--- src/rtl/input_pkg.sv ---
// Shared types and helpers for the input conditioner: repeat-FSM state
// encoding, default tick constant and a counter-width helper.
package input_pkg;

  typedef enum logic [1:0] {
    RPT_IDLE   = 2'd0,
    RPT_DELAY  = 2'd1,
    RPT_REPEAT = 2'd2
  } rpt_state_e;

  localparam int unsigned TICK_1MS_50MHZ = 50000;

  // Bits needed to hold 0..n-1; never less than one bit.
  function automatic int unsigned cnt_width(input int unsigned n);
    return (n <= 1) ? 1 : $clog2(n);
  endfunction

endpackage

--- src/rtl/input_channel.sv ---
// One conditioner channel: 2-FF synchroniser, tick-based debounce, press/release
// pulses and, with INPUT_AUTOREPEAT_EN defined, a hold-to-repeat FSM.
//
// state      | meaning
// RPT_IDLE   | key up, no repeat activity
// RPT_DELAY  | key held, counting DAS_TICKS to the first repeat
// RPT_REPEAT | key held, one repeat every ARR_TICKS
module input_channel
  import input_pkg::*;
#(
  parameter int unsigned DEBOUNCE_TICKS = 5
`ifdef INPUT_AUTOREPEAT_EN
  ,
  parameter int unsigned DAS_TICKS      = 170,
  parameter int unsigned ARR_TICKS      = 50
`endif
) (
  input  logic CLOCK_50,
  input  logic reset,
  input  logic tick,
  input  logic raw_in,
  output logic level,
  output logic press,
  output logic release_o,
  output logic fire
);

  localparam int unsigned DB_W = cnt_width(DEBOUNCE_TICKS + 1);
  localparam logic [DB_W-1:0] DB_LAST = DB_W'(DEBOUNCE_TICKS - 1);

  logic            sync0_q, sync1_q;
  logic            level_q, level_d;
  logic [DB_W-1:0] db_cnt_q, db_cnt_d;
  logic            press_q, press_d;
  logic            release_q, release_d;
  logic            fire_q, fire_d;

  always_comb begin
    level_d   = level_q;
    db_cnt_d  = db_cnt_q;
    press_d   = 1'b0;
    release_d = 1'b0;
    if (sync1_q == level_q) begin
      db_cnt_d = '0;
    end else if (tick) begin
      if (db_cnt_q == DB_LAST) begin
        level_d   = sync1_q;
        db_cnt_d  = '0;
        press_d   = sync1_q;
        release_d = ~sync1_q;
      end else begin
        db_cnt_d = db_cnt_q + 1'b1;
      end
    end
  end

`ifdef INPUT_AUTOREPEAT_EN
  localparam int unsigned RP_MAX = (DAS_TICKS > ARR_TICKS) ? DAS_TICKS : ARR_TICKS;
  localparam int unsigned RP_W   = cnt_width(RP_MAX);
  localparam logic [RP_W-1:0] DAS_LAST = RP_W'(DAS_TICKS - 1);
  localparam logic [RP_W-1:0] ARR_LAST = RP_W'(ARR_TICKS - 1);

  rpt_state_e      state_q, state_d;
  logic [RP_W-1:0] rp_cnt_q, rp_cnt_d;
  logic            rpt_fire;

  always_comb begin
    state_d  = state_q;
    rp_cnt_d = rp_cnt_q;
    rpt_fire = 1'b0;
    case (state_q)
      RPT_IDLE: ;
      RPT_DELAY: begin
        if (tick) begin
          if (rp_cnt_q == DAS_LAST) begin
            rpt_fire = 1'b1;
            state_d  = RPT_REPEAT;
            rp_cnt_d = '0;
          end else begin
            rp_cnt_d = rp_cnt_q + 1'b1;
          end
        end
      end
      RPT_REPEAT: begin
        if (tick) begin
          if (rp_cnt_q == ARR_LAST) begin
            rpt_fire = 1'b1;
            rp_cnt_d = '0;
          end else begin
            rp_cnt_d = rp_cnt_q + 1'b1;
          end
        end
      end
      default: state_d = RPT_IDLE;
    endcase
    if (press_d) begin
      state_d  = RPT_DELAY;
      rp_cnt_d = '0;
    end
    // A release wins over a repeat tick landing in the same cycle.
    if (release_d) begin
      state_d  = RPT_IDLE;
      rp_cnt_d = '0;
      rpt_fire = 1'b0;
    end
    fire_d = press_d | rpt_fire;
  end

  always_ff @(posedge CLOCK_50) begin
    if (reset) begin
      state_q  <= RPT_IDLE;
      rp_cnt_q <= '0;
    end else begin
      state_q  <= state_d;
      rp_cnt_q <= rp_cnt_d;
    end
  end
`else
  always_comb fire_d = press_d;
`endif

  always_ff @(posedge CLOCK_50) begin
    if (reset) begin
      sync0_q   <= 1'b0;
      sync1_q   <= 1'b0;
      level_q   <= 1'b0;
      db_cnt_q  <= '0;
      press_q   <= 1'b0;
      release_q <= 1'b0;
      fire_q    <= 1'b0;
    end else begin
      sync0_q   <= raw_in;
      sync1_q   <= sync0_q;
      level_q   <= level_d;
      db_cnt_q  <= db_cnt_d;
      press_q   <= press_d;
      release_q <= release_d;
      fire_q    <= fire_d;
    end
  end

  assign level     = level_q;
  assign press     = press_q;
  assign release_o = release_q;
  assign fire      = fire_q;

endmodule

--- src/rtl/input_conditioner.sv ---
// Multi-channel input front end: shared tick prescaler plus one input_channel
// per raw input. Auto-repeat is built in when INPUT_AUTOREPEAT_EN is defined.
module input_conditioner
  import input_pkg::*;
#(
  parameter int unsigned N_CH           = 4,
  parameter int unsigned TICK_DIV       = TICK_1MS_50MHZ,
  parameter int unsigned DEBOUNCE_TICKS = 5,
  parameter int unsigned DAS_TICKS      = 170,
  parameter int unsigned ARR_TICKS      = 50
) (
  input  logic            CLOCK_50,
  input  logic            reset,
  input  logic [N_CH-1:0] raw_in,
  output logic [N_CH-1:0] level,
  output logic [N_CH-1:0] press,
  // "release" is a reserved word, hence the _o suffix.
  output logic [N_CH-1:0] release_o,
  output logic [N_CH-1:0] fire
);

  if (TICK_DIV < 2 || DEBOUNCE_TICKS < 1 || DAS_TICKS < 1 || ARR_TICKS < 1) begin : g_bad_params
    $error("input_conditioner: illegal parameter set");
  end

  localparam int unsigned PS_W = cnt_width(TICK_DIV);
  localparam logic [PS_W-1:0] PS_LAST = PS_W'(TICK_DIV - 1);

  logic [PS_W-1:0] ps_cnt_q, ps_cnt_d;
  logic            tick;

  always_comb begin
    tick     = (ps_cnt_q == PS_LAST);
    ps_cnt_d = tick ? '0 : ps_cnt_q + 1'b1;
  end

  always_ff @(posedge CLOCK_50) begin
    if (reset) ps_cnt_q <= '0;
    else       ps_cnt_q <= ps_cnt_d;
  end

  for (genvar i = 0; i < int'(N_CH); i++) begin : g_ch
    input_channel #(
      .DEBOUNCE_TICKS(DEBOUNCE_TICKS)
`ifdef INPUT_AUTOREPEAT_EN
      ,
      .DAS_TICKS     (DAS_TICKS),
      .ARR_TICKS     (ARR_TICKS)
`endif
    ) u_ch (
      .CLOCK_50 (CLOCK_50),
      .reset    (reset),
      .tick     (tick),
      .raw_in   (raw_in[i]),
      .level    (level[i]),
      .press    (press[i]),
      .release_o(release_o[i]),
      .fire     (fire[i])
    );
  end

endmodule

--- config.mk ---
export PLATFORM = sky130hd
export DESIGN_NAME = input_conditioner
export DESIGN_NICKNAME = d
export VERILOG_FILES = /design/src/rtl/input_pkg.sv /design/src/rtl/input_channel.sv /design/src/rtl/input_conditioner.sv
export SDC_FILE = /design/constraint.sdc
export NUM_CORES = 1
export LEC_CHECK = 0
export ABC_AREA = 1
export CORE_UTILIZATION = 50
export DETAILED_ROUTE_END_ITERATION = 16
export PLACE_DENSITY = 0.76
export SETUP_SLACK_MARGIN = 0.3
export SYNTH_ARGS = -nofsm -noshare
export SYNTH_HDL_FRONTEND = slang
export SYNTH_HIERARCHICAL = 1
export SYNTH_SLANG_ARGS = --single-unit
--- constraint.sdc ---
create_clock -name CLOCK_50 -period 2.8 [get_ports CLOCK_50]
set_input_delay 0.56 -clock CLOCK_50 [delete_from_list [all_inputs] [get_ports CLOCK_50]]
set_output_delay 0.56 -clock CLOCK_50 [all_outputs]
set_load 0.005 [all_outputs]
==> summary.md, run 1 <==
| Metric | Value |
|---|---|
| Design Area, Final | approximately 2600 um^2 |
| Final #Nets | around 350 |
| Setup WS pre-CTS | a little under 0.7 ns |
| Vias post-DR | about 1800 |
| Sw Share | between 10% and 20% |
| Min-delay src | g_ch[2].u_ch/sync0_q |
| Vias/cell | 4.721 |
| Adder-Cell Fraction of Synth Area | just under 5% |
| Vias in the first global route | 1624 |
| Largest family of logic cells by synthesized area | simple AND/OR/NAND/NOR gates |
| Layout cells sized above 1 | 9.440% |
| Flop pwr share | roughly 55% |
| Cell Rows | 24 |
| CTS H-tree lvls | 2 |
| Crit share post-route | between 70 and 80% |
| Total Wirelength | ~3800 um |
| GRT Residual Overflow | 0 |
| Critical Path AT | around 2.3 ns |
| Clock Power Share | 42.5% |
| Post-CTS setup repair buffer count | 0 |
| Clk_lat worst skew | 0.30 ns |
| Top layer in use | met4 |
| Die ar. | roughly 4900 um^2 |
| Max Slew Vio Count | 0 |
| List of most frequent post-synthesis cells | nand2_1, nor2_1, dfxtp_1, inv_1, a21oi_1 |
| Relative slew slack | 52.81% |
| Post-synth EDFFs | 0 |
| Endpoint class of the critical path | flop |
| Clock buffer depth | 2 |
| DRT Pass-1 Iters | 4 |
| Estimated wirelength of the detail-placed design | about 2700 um |
| Antenna-violating nets left | 0 |
| Sequential cell area fraction in the yosys report | between 40% and 50% |
| Worst r2r src | ps_cnt_q[0] |
| Initial antenna violation count | 0 |
| Area Overhead vs Synth | 13.94% |
| Worst path required time | around 3.1 ns |
| Hold Crit Class | flop to flop |
| Gate power share | ~2.7% |
| Simple-gate share of the synthesized area | approximately a third |
| TNS Setup | 0 ns |
| F_max | roughly 0.5 GHz |
| WHS | approximately 0.40 ns |
| Synth Instances | around 320 |
| # IOs | 22 |
| First-pass GRT wire length | between 6000 and 7000 um |
| Placed inst area | between 2000 and 3000 um^2 |
| Fin crit period | between 2 and 2.5 ns |
| Initial Utilization | a little over half |
| Final Setup Violations | 0 |
| Met1 WL | roughly 1900 um |
| FFs w/ async S/R, synth | 0% |
| Synth area leader | dfxtp_1 |
| Die Wd | roughly 70 um |
| Yosys top cell area share | 41.67% |
| Yosys cell types | 26 |
| Met3 WL | 128 um |
| Hold buffers post-CTS | 0 |
| Largest net degree at the start of global routing | 33 |
| Die height | roughly 70 um |
| Post-cts repair resize count | 0 |
| Worst Clk Skew | 0.003652 ns |
| Most common cell in the synthesized netlist | nand2_1 |
| Least-Margin Pin Slew | between 0.7 and 0.8 ns |
| Clk slew on worst S/H paths | 0.09 ns |
| RSZ-0062 raised after global routing | false |
| TritonCTS clock tree | built |
| PortBufs | 21 |
| Placer Congestion | about 0.8 |
| Synth warn | 6 |
| Initial DRC Count | 74 |
| Drt drc | 0 |
| CP Class | flop to flop |
| Post-synthesis area per instance | ~7.3 um^2 |
| Sw power | 0.0002504 W |
| Yosys reg bits | 48 |
| Crit path launch type | flop |
| CTS root buf | clkbuf_8 |
| Compound-Gate Fraction of Synth Area | under 10% |
| Cell Area, Synth | 2306 um^2 |
| Antenna cells | 0 |
| Ys flop type | dfxtp_1 |
| Peak supply drop | roughly 0.27 mV |
| Post-DR wirelength/cell | roughly 9.6 um |
| Core Region | ~4400 um^2 |
| Fraction of synthesized area in multiplexers | 0% |
| LEAKAGE | about 1.0 nW |
| CP max FO | 32 |
| DR WL met2 | 1730 um |
| Clock sinks | 48 |
| Setup WS post-layout | 0.7941 ns |
| GR Util All Layers | 16.61% |
| CP startpoint | ps_cnt_q[0] |
| P_int | around 0.0010 W |
| Outcome | completed |
| Pwr dens | around 480 nW/um^2 |
| Worst Hold Path Cells | 2 |
| Max cap viols | 0 |
| Reg2Reg Depth | 8 |
| Synth Area in XOR/XNOR | under 10% |
| Largest cells by area after synthesis | dfxtp_1, nand2_1, nor2_1 |
| Syn_nets | around 330 |
| Final hold viol count | 0 |
| CTS buffer count | 5 |
logic make-up after synthesis:
logic type               Yosys count
AND/OR/NAND/NOR                  173
buffers and inverters             58
flip-flops                        48
AO/OA/AOI/OAI                     26
adder cells (fa/ha/maj)            9
XOR/XNOR                           4
power by group through the flow:
stage	logic (W)	clock network (W)	registers, W
floorplan	0.0000220	0	0.000712
global placement	0.0000340	0	0.000713
detailed placement	0.0000344	0	0.000713
CTS	0.0000345	0.000554	0.000697
global route	0.0000394	0.000582	0.000699
finish	0.0000340	0.000540	0.000697
layout by cell type, fill, tap and decap left out, types with 2 or more instances in the layout:
cell type,n
a21o_2,4
a21oi_1,16
clkbuf_8,7
clkdlybuf4s50_1,21
dfxtp_1,48
ha_1,9
inv_1,48
nand2_1,72
nand2_2,3
nand3_1,11
nand3_2,4
nand4_1,9
nor2_1,52
nor2_2,7
nor3_1,2
o21ai_0,5
or2_0,5
or2_1,4
or2_2,2
xor2_1,3
metal layers:
metal / global-route usage (%) / up-vias
met5: 0 / -
li1: - / 1010
met4: 5.333 / 0
met3: 5.195 / 5
met2: 28.42 / 31
met1: 19.76 / 800
worst max-delay path, stage by stage (launching register included):
cell and delay [ns]:
dfxtp_1 0.39, ha_1 0.21, nand3_1 0.18, or2_2 0.34
nor2_2 0.10, buf_4 0.30, nand3_2 0.12, or2_0 0.23
nor2_2 0.08
through the flow:
step	std cells	total power, W	util [%]
CTS	391	0.001286	59.93
finish	391	0.001271	59.93
global route	391	0.001320	59.93
global placement	383	0.0007469	57.05
floorplan	318	0.0007339	-
detailed placement	383	0.0007476	57.05
registers in the layout, summed over array words and instances, names as in the netlist:
register / count
g_ch.u_ch/sync0_q: 4
g_ch.u_ch/level: 4
g_ch.u_ch/release_o: 4
g_ch.u_ch/db_cnt_q: 12
g_ch.u_ch/fire: 4
g_ch.u_ch/sync1_q: 4
ps_cnt_q: 16
path summary, 6_finish.rpt:
check                                 to  slack [ns]
setup / recovery  g_ch[2].u_ch/release_o        0.79
hold / removal      g_ch[2].u_ch/sync1_q        0.40
setup reg to reg  g_ch[2].u_ch/release_o        0.79
hold reg to reg     g_ch[2].u_ch/sync1_q        0.40
area by class of cell:
cell class	instances	area, um^2
Clock buffer	7	96.34
Clock inverter	1	30.03
Fill cell	410	1757
Inverter	49	183.9
Multi-Input combinational cell	212	1074
Sequential cell	48	960.9
Tap cell	52	65.06
Timing Repair Buffer	22	217.7
Note: power is estimated with default switching activity, not from simulation.
==> run 2: changes to the inputs <==
==> constraint.sdc (replaced) <==
create_clock -name CLOCK_50 -period 2.1 [get_ports CLOCK_50]
set_input_delay 0.42 -clock CLOCK_50 [delete_from_list [all_inputs] [get_ports CLOCK_50]]
set_output_delay 0.42 -clock CLOCK_50 [all_outputs]
set_load 0.005 [all_outputs]
==> summary.md, run 2 (same netlist as run 1, synthesis figures left out) <==
| Metric | Value |
|---|---|
| Estimated wirelength of the detail-placed design | between 2000 and 3000 um |
| Top layer in use | met4 |
| Antenna cells | 0 |
| Crit share post-route | around four fifths |
| CP max FO | 8 |
| RSZ-0062 raised after global routing | false |
| Top Registers | ps_cnt_q: 16 flops, g_ch.u_ch/db_cnt_q: 12 flops |
| Final Setup Violations | 0 |
| Crit path launch type | flop |
| Die ar. | between 4000 and 5000 um^2 |
| DRT Pass-1 Iters | 4 |
| Clock sinks | between 40 and 50 |
| Worst R2R Setup Slack | between 0.4 and 0.5 ns |
| Placed inst area | 2529 um^2 |
| TNS Setup | 0 ns |
| First-pass GRT wire length | between 6000 and 7000 um |
| Top reg by flops | ps_cnt_q |
| Min-Delay Endpoint | g_ch[1].u_ch/sync1_q |
| F_max | around 0.6 GHz |
| Max cap viols | 0 |
| Antenna-violating nets left | 0 |
| CTS root buf | clkbuf_8 |
| Clk slew on worst S/H paths | 0.08 ns |
| Max Slew Vio Count | 0 |
| CP cell instances | ha_4 > nand3_4 > or2_4 > nor2_4 > buf_12 > nand3_2 > or2_0 > nor2_2 |
| Area Overhead vs Synth | 17.74% |
| Placer Congestion | roughly 0.85 |
| GR Util All Layers | 17.18% |
| Cell Rows | 24 |
| PortBufs | 21 |
| Clk_lat worst skew | 0.29 ns |
| Critical Path AT | between 1.5 and 2 ns |
| Most frequent cells in the layout | nand2_1, nor2_1, inv_1 |
| Least-Margin Pin Slew | 0.4562 ns |
| CTS H-tree lvls | 2 |
| Met3 WL | roughly 150 um |
| Worst r2r src | ps_cnt_q[0] |
| Outcome | completed |
| Max reg flops | 16 |
| DR WL met2 | 1965 um |
| Reg2Reg Depth | 8 |
| CTS buffer count | 5 |
| Peak supply drop | a little under 0.4 mV |
| Endpoint class of the critical path | flop |
| TritonCTS clock tree | built |
| Initial Utilization | a little over half |
| CP Class | flop to flop |
| Die Wd | 69.91 um |
| Clock buffer depth | 2 |
| Relative slew slack | a little over two thirds |
| Worst Clk Skew | approximately 0.0024 ns |
| GRT Residual Overflow | 0 |
| Largest net degree at the start of global routing | 17 |
| Die height | roughly 70 um |
| Vias/cell | 4.813 |
| Commonest non-fill, non-tap cell in the layout | nand2_1 |
| Vias in the first global route | between 1500 and 2000 |
| Initial DRC Count | approximately 150 |
| Pwr dens | about 550 nW/um^2 |
| Drt drc | 0 |
| Final #Nets | between 300 and 400 |
| Total Wirelength | approximately 4000 um |
| Fin crit period | roughly 1.7 ns |
| Post-DR wirelength/cell | ~10 um |
| Vias post-DR | approximately 1900 |
| Met1 WL | around 1800 um |
| Worst Hold Path Cells | 2 |
| CP max stage cell | dfxtp_2 |
| # IOs | 22 |
| Hold Crit Class | flop to flop |
| Initial antenna violation count | 0 |
| Layout cells sized above 1 | 11.66% |
| Final hold viol count | 0 |
| Core Region | 4384 um^2 |
| Design Area, Final | about 2700 um^2 |
| Min-delay src | g_ch[1].u_ch/sync0_q |
| LEAKAGE | 1.066 nW |
| Worst R2R End | g_ch[2].u_ch/release_o |
| CP peak stage delay | about 0.38 ns |
| Worst path required time | about 2.3 ns |
-- run 2: changes by cell type in the layout (fill, tap and decap cells not counted), sizes merged --
cell    delta
buf        +4
bufinv     -1
clkinv     +1
-- run 2: cell type report --
| type | instances | area (um^2) |
|---|---|---|
| Tap cell | 52 | 65.06 |
| Timing Repair Buffer | 27 | 317.8 |
| Inverter | 49 | 183.9 |
| Fill cell | 380 | 1669 |
| Sequential cell | 48 | 964.7 |
| Clock buffer | 6 | 72.57 |
| Clock inverter | 1 | 5.005 |
| Multi-Input combinational cell | 212 | 1106 |
-- run 2: metal layers --
metal,vias up,track usage [%]
met5,-,0
met4,0,9.111
met3,5,3.463
met2,37,28.53
met1,838,20.89
li1,1021,-
-- run 2: worst max-delay path by stage --
stage                      startpoint                       end  depth (start not counted)
after global placement    ps_cnt_q[0]    g_ch[3].u_ch/release_o                          8
after CTS                 ps_cnt_q[0]    g_ch[2].u_ch/release_o                          8
after detailed placement  ps_cnt_q[0]    g_ch[2].u_ch/release_o                          8
after global routing      ps_cnt_q[0]  g_ch[1].u_ch/db_cnt_q[2]                         10
after floorplan           ps_cnt_q[0]    g_ch[0].u_ch/release_o                          8
final                     ps_cnt_q[0]    g_ch[2].u_ch/release_o                          8
-- run 2: repair_timing --
item / CTS / global route
setup endpoints to repair: 5 / 21
pin swaps: 0 / 2
resized for setup: 2 / 8
setup buffers: 0 / 1
cloned: 1 / 1
hold buffers: 0 / 0
-- run 2: critical path, delay by kind of cell (launching register included) --
kind | cells | cell delay, ns
adder cells (fa/ha/maj) | 1 | 0.17
buffers and inverters | 1 | 0.16
flip-flops | 1 | 0.38
AND/OR/NAND/NOR | 6 | 0.92
-- run 2: through the flow --
stage	cells	power, W	util, %	setup WS (ns)	hold slack, ns
4_1_cts	393	0.001508	60.42	0.3062	0.4064
3_3_place_gp	385	0.0009989	57.68	0.3238	0.3882
3_5_place_dp	385	0.0009998	57.68	0.2611	0.3951
2_1_floorplan	318	0.0009786	-	0.3463	0.3883
5_1_grt	395	0.001557	61.93	0.2917	0.4265
6_report	395	0.001490	61.93	0.4018	0.4045
-- run 2: where the power goes --
group / total [W] / internal, W / switching (W)
sequential: 0.000933 / 0.000922 / 0.0000107
combinational: 0.0000519 / 0.0000242 / 0.0000277
clock: 0.000506 / 0.000227 / 0.000279
==> run 3: changes to the inputs <==
--- a/config.mk
+++ b/config.mk
@@ -8,7 +8,7 @@
 export ABC_AREA = 1
 export CORE_UTILIZATION = 50
 export DETAILED_ROUTE_END_ITERATION = 16
-export PLACE_DENSITY = 0.76
+export PLACE_DENSITY = 0.79
 export SETUP_SLACK_MARGIN = 0.3
 export SYNTH_ARGS = -nofsm -noshare
 export SYNTH_HDL_FRONTEND = slang
==> constraint.sdc (replaced) <==
create_clock -name CLOCK_50 -period 1.5 [get_ports CLOCK_50]
set_input_delay 0.3 -clock CLOCK_50 [delete_from_list [all_inputs] [get_ports CLOCK_50]]
set_output_delay 0.3 -clock CLOCK_50 [all_outputs]
set_load 0.005 [all_outputs]
==> summary.md, run 3 (same netlist as run 1, synthesis figures left out) <==
| Metric | Value |
|---|---|
| Clock sinks | 48 |
| CP max FO | 15 |
| P_int | around 0.0017 W |
| Max Slew Vio Count | 0 |
| Layout cells sized above 1 | 33.96% |
| Worst Clk Skew | 0.008319 ns |
| Failing checks | setup timing |
| Cell Rows | 24 |
| Final std cells w/o fill | 423 |
| Pwr dens | just over 700 nW/um^2 |
| Endpoint class of the critical path | flop |
| Top reg by flops | ps_cnt_q |
| Fin crit period | 1.547 ns |
| Sw power | 0.0005135 W |
| Clk_lat worst skew | 0.31 ns |
| Flop pwr share | 58.4% |
| PortBufs | 21 |
| Placed inst area | about 2700 um^2 |
| Met3 usage in global routing | 3.175% |
| Placer Congestion | approximately 0.83 |
| Peak supply drop | ~0.40 mV |
| Worst path required time | 1.75 ns |
| Top Registers | ps_cnt_q: 16 flops, g_ch.u_ch/db_cnt_q: 12 flops |
| Fill cells | 335 |
| TritonCTS clock tree | built |
| F_max | between 0.6 and 0.7 GHz |
| Final hold viol count | 0 |
| Vias post-DR | about 2100 |
| Largest net degree at the start of global routing | 16 |
| Final #Nets | 385 |
| Core Region | 4384 um^2 |
| # IOs | 22 |
| Total Wirelength | 5144 um |
| Post-DR wirelength/cell | about 12 um |
| Relative slew slack | between 80% and 90% |
| Grt met2 use | between 30% and 40% |
| Least-Margin Pin Slew | slightly below 0.3 ns |
| CP max stage cell | dfxtp_2 |
| Crit path launch type | flop |
| CP peak stage delay | 0.36 ns |
| Die ar. | 4887 um^2 |
| Clk slew on worst S/H paths | ~0.090 ns |
| Estimated wirelength of the detail-placed design | approximately 3100 um |
| GR Util All Layers | between 20% and 30% |
| DRT Pass-1 Iters | 4 |
| CP Class | flop to flop |
| Most Crowded Layer GR | met2 |
| Area Overhead vs Synth | 36.25% |
| Most frequent cells in the layout | nand2_1, inv_1, nor2_1 |
| First-pass GRT wire length | approximately 8000 um |
| GR Util met1 | between 20% and 30% |
| CP cell instances | ha_4 > nand3_4 > or2_4 > nor2_4 > buf_12 > nand3_2 > or2_1 > nor2_2 |
| Design Area, Final | roughly 3100 um^2 |
| Initial DRC Count | 120 |
| Vias in the first global route | a little under 2000 |
| Drt drc | 0 |
| Max cap viols | 0 |
| LEAKAGE | around 1.3 nW |
| Die height | 69.91 um |
| Critical Path AT | 1.80 ns |
| GRT Residual Overflow | 0 |
| Worst Hold Path Cells | 2 |
| Die Wd | 69.91 um |
| Antenna-violating nets left | 0 |
| Setup WS pre-CTS | -0.03644 ns |
| Max reg flops | 16 |
| Final Setup Violations | 8 |
| Clock buffer depth | 2 |
| Initial Utilization | 52.60% |
| Dpl cells | 402 |
| Buffers and inverters on the worst path | 1 |
| Gate power share | about 4.8% |
| Reg2Reg Depth | 8 |
| WHS | about 0.40 ns |
| Util after Layout | 71.66% |
| Hold Crit Class | flop to flop |
| Setup WS post-layout | -0.04675 ns |
| Antenna cells | 0 |
| CTS root buf | clkbuf_8 |
| Crit share post-route | 103.1% |
| Initial antenna violation count | 0 |
| Vias/cell | 5.021 |
| Sw Share | between 20 and 25% |
| RSZ-0062 raised after global routing | true |
| Hold buffers post-CTS | 0 |
| Crit path max-delay family | simple AND/OR/NAND/NOR gates |
| Outcome | finished, violations left |
| Commonest non-fill, non-tap cell in the layout | nand2_1 |
| CTS H-tree lvls | 2 |
| Clock Power Share | roughly 37% |
| Worst path depth | 8 |
| CTS buffer count | 5 |
-- run 3: power by group through the flow --
| stage | Combinational [W] | Sequential, W | Clock, W |
|---|---|---|---|
| floorplan | 0.0000443 | 0.00133 | 0 |
| global placement | 0.0000854 | 0.00133 | 0 |
| detailed placement | 0.0000885 | 0.00133 | 0 |
| CTS | 0.0000969 | 0.00130 | 0.000838 |
| global route | 0.000119 | 0.00131 | 0.000888 |
| finish | 0.000108 | 0.00130 | 0.000821 |
-- run 3: worst reg2reg max path, stage by stage, from the launching register on --
cell	delay, ns
dfxtp_2	0.36
ha_4	0.15
nand3_4	0.06
or2_4	0.27
nor2_4	0.12
buf_12	0.16
nand3_2	0.09
or2_1	0.23
nor2_2	0.07
-- run 3: per-layer routing --
layer / wire length [um] / share of wire, % / vias up
met5: 0 / 0 / -
met4: 104 / 2.0 / 0
met3: 141 / 2.7 / 11
met2: 2798 / 54 / 42
met1: 2099 / 41 / 994
li1: - / - / 1077
-- run 3: path summary, 6_finish.rpt --
kind	startpoint	endpoint	slack [ns]
setup / recovery	ps_cnt_q[0]	g_ch[0].u_ch/release_o	-0.05
hold / removal	g_ch[1].u_ch/sync0_q	g_ch[1].u_ch/sync1_q	0.40
setup reg to reg	ps_cnt_q[0]	g_ch[0].u_ch/release_o	-0.05
hold reg to reg	g_ch[1].u_ch/sync0_q	g_ch[1].u_ch/sync1_q	0.40
-- run 3: what timing repair did --
action,in CTS,in global routing
gates cloned,2,1
buffers inserted,7,3
endpoints found under the setup margin,56,48
pin swaps,6,16
endpoints found under the hold margin,0,0
resized for setup,39,62
-- run 3: layout make-up --
class,count,area [um^2],area share [%]
multi-input cells,213,1304,41.50
flip-flops and latches,48,983.4,31.30
repair buffers,53,505.5,16.09
inverters,49,187.7,5.974
clock buffers,6,82.58,2.628
well taps,52,65.06,2.071
clock inverters,2,13.76,0.4381
-- run 3: stage by stage --
stage	TNS [ns]	total power, W
global placement	-0.01359	0.001418
finish	-0.1693	0.002231
detailed placement	-0.1314	0.001422
floorplan	-0.02219	0.001377
global route	-1.432	0.002312
CTS	-0.4346	0.002238
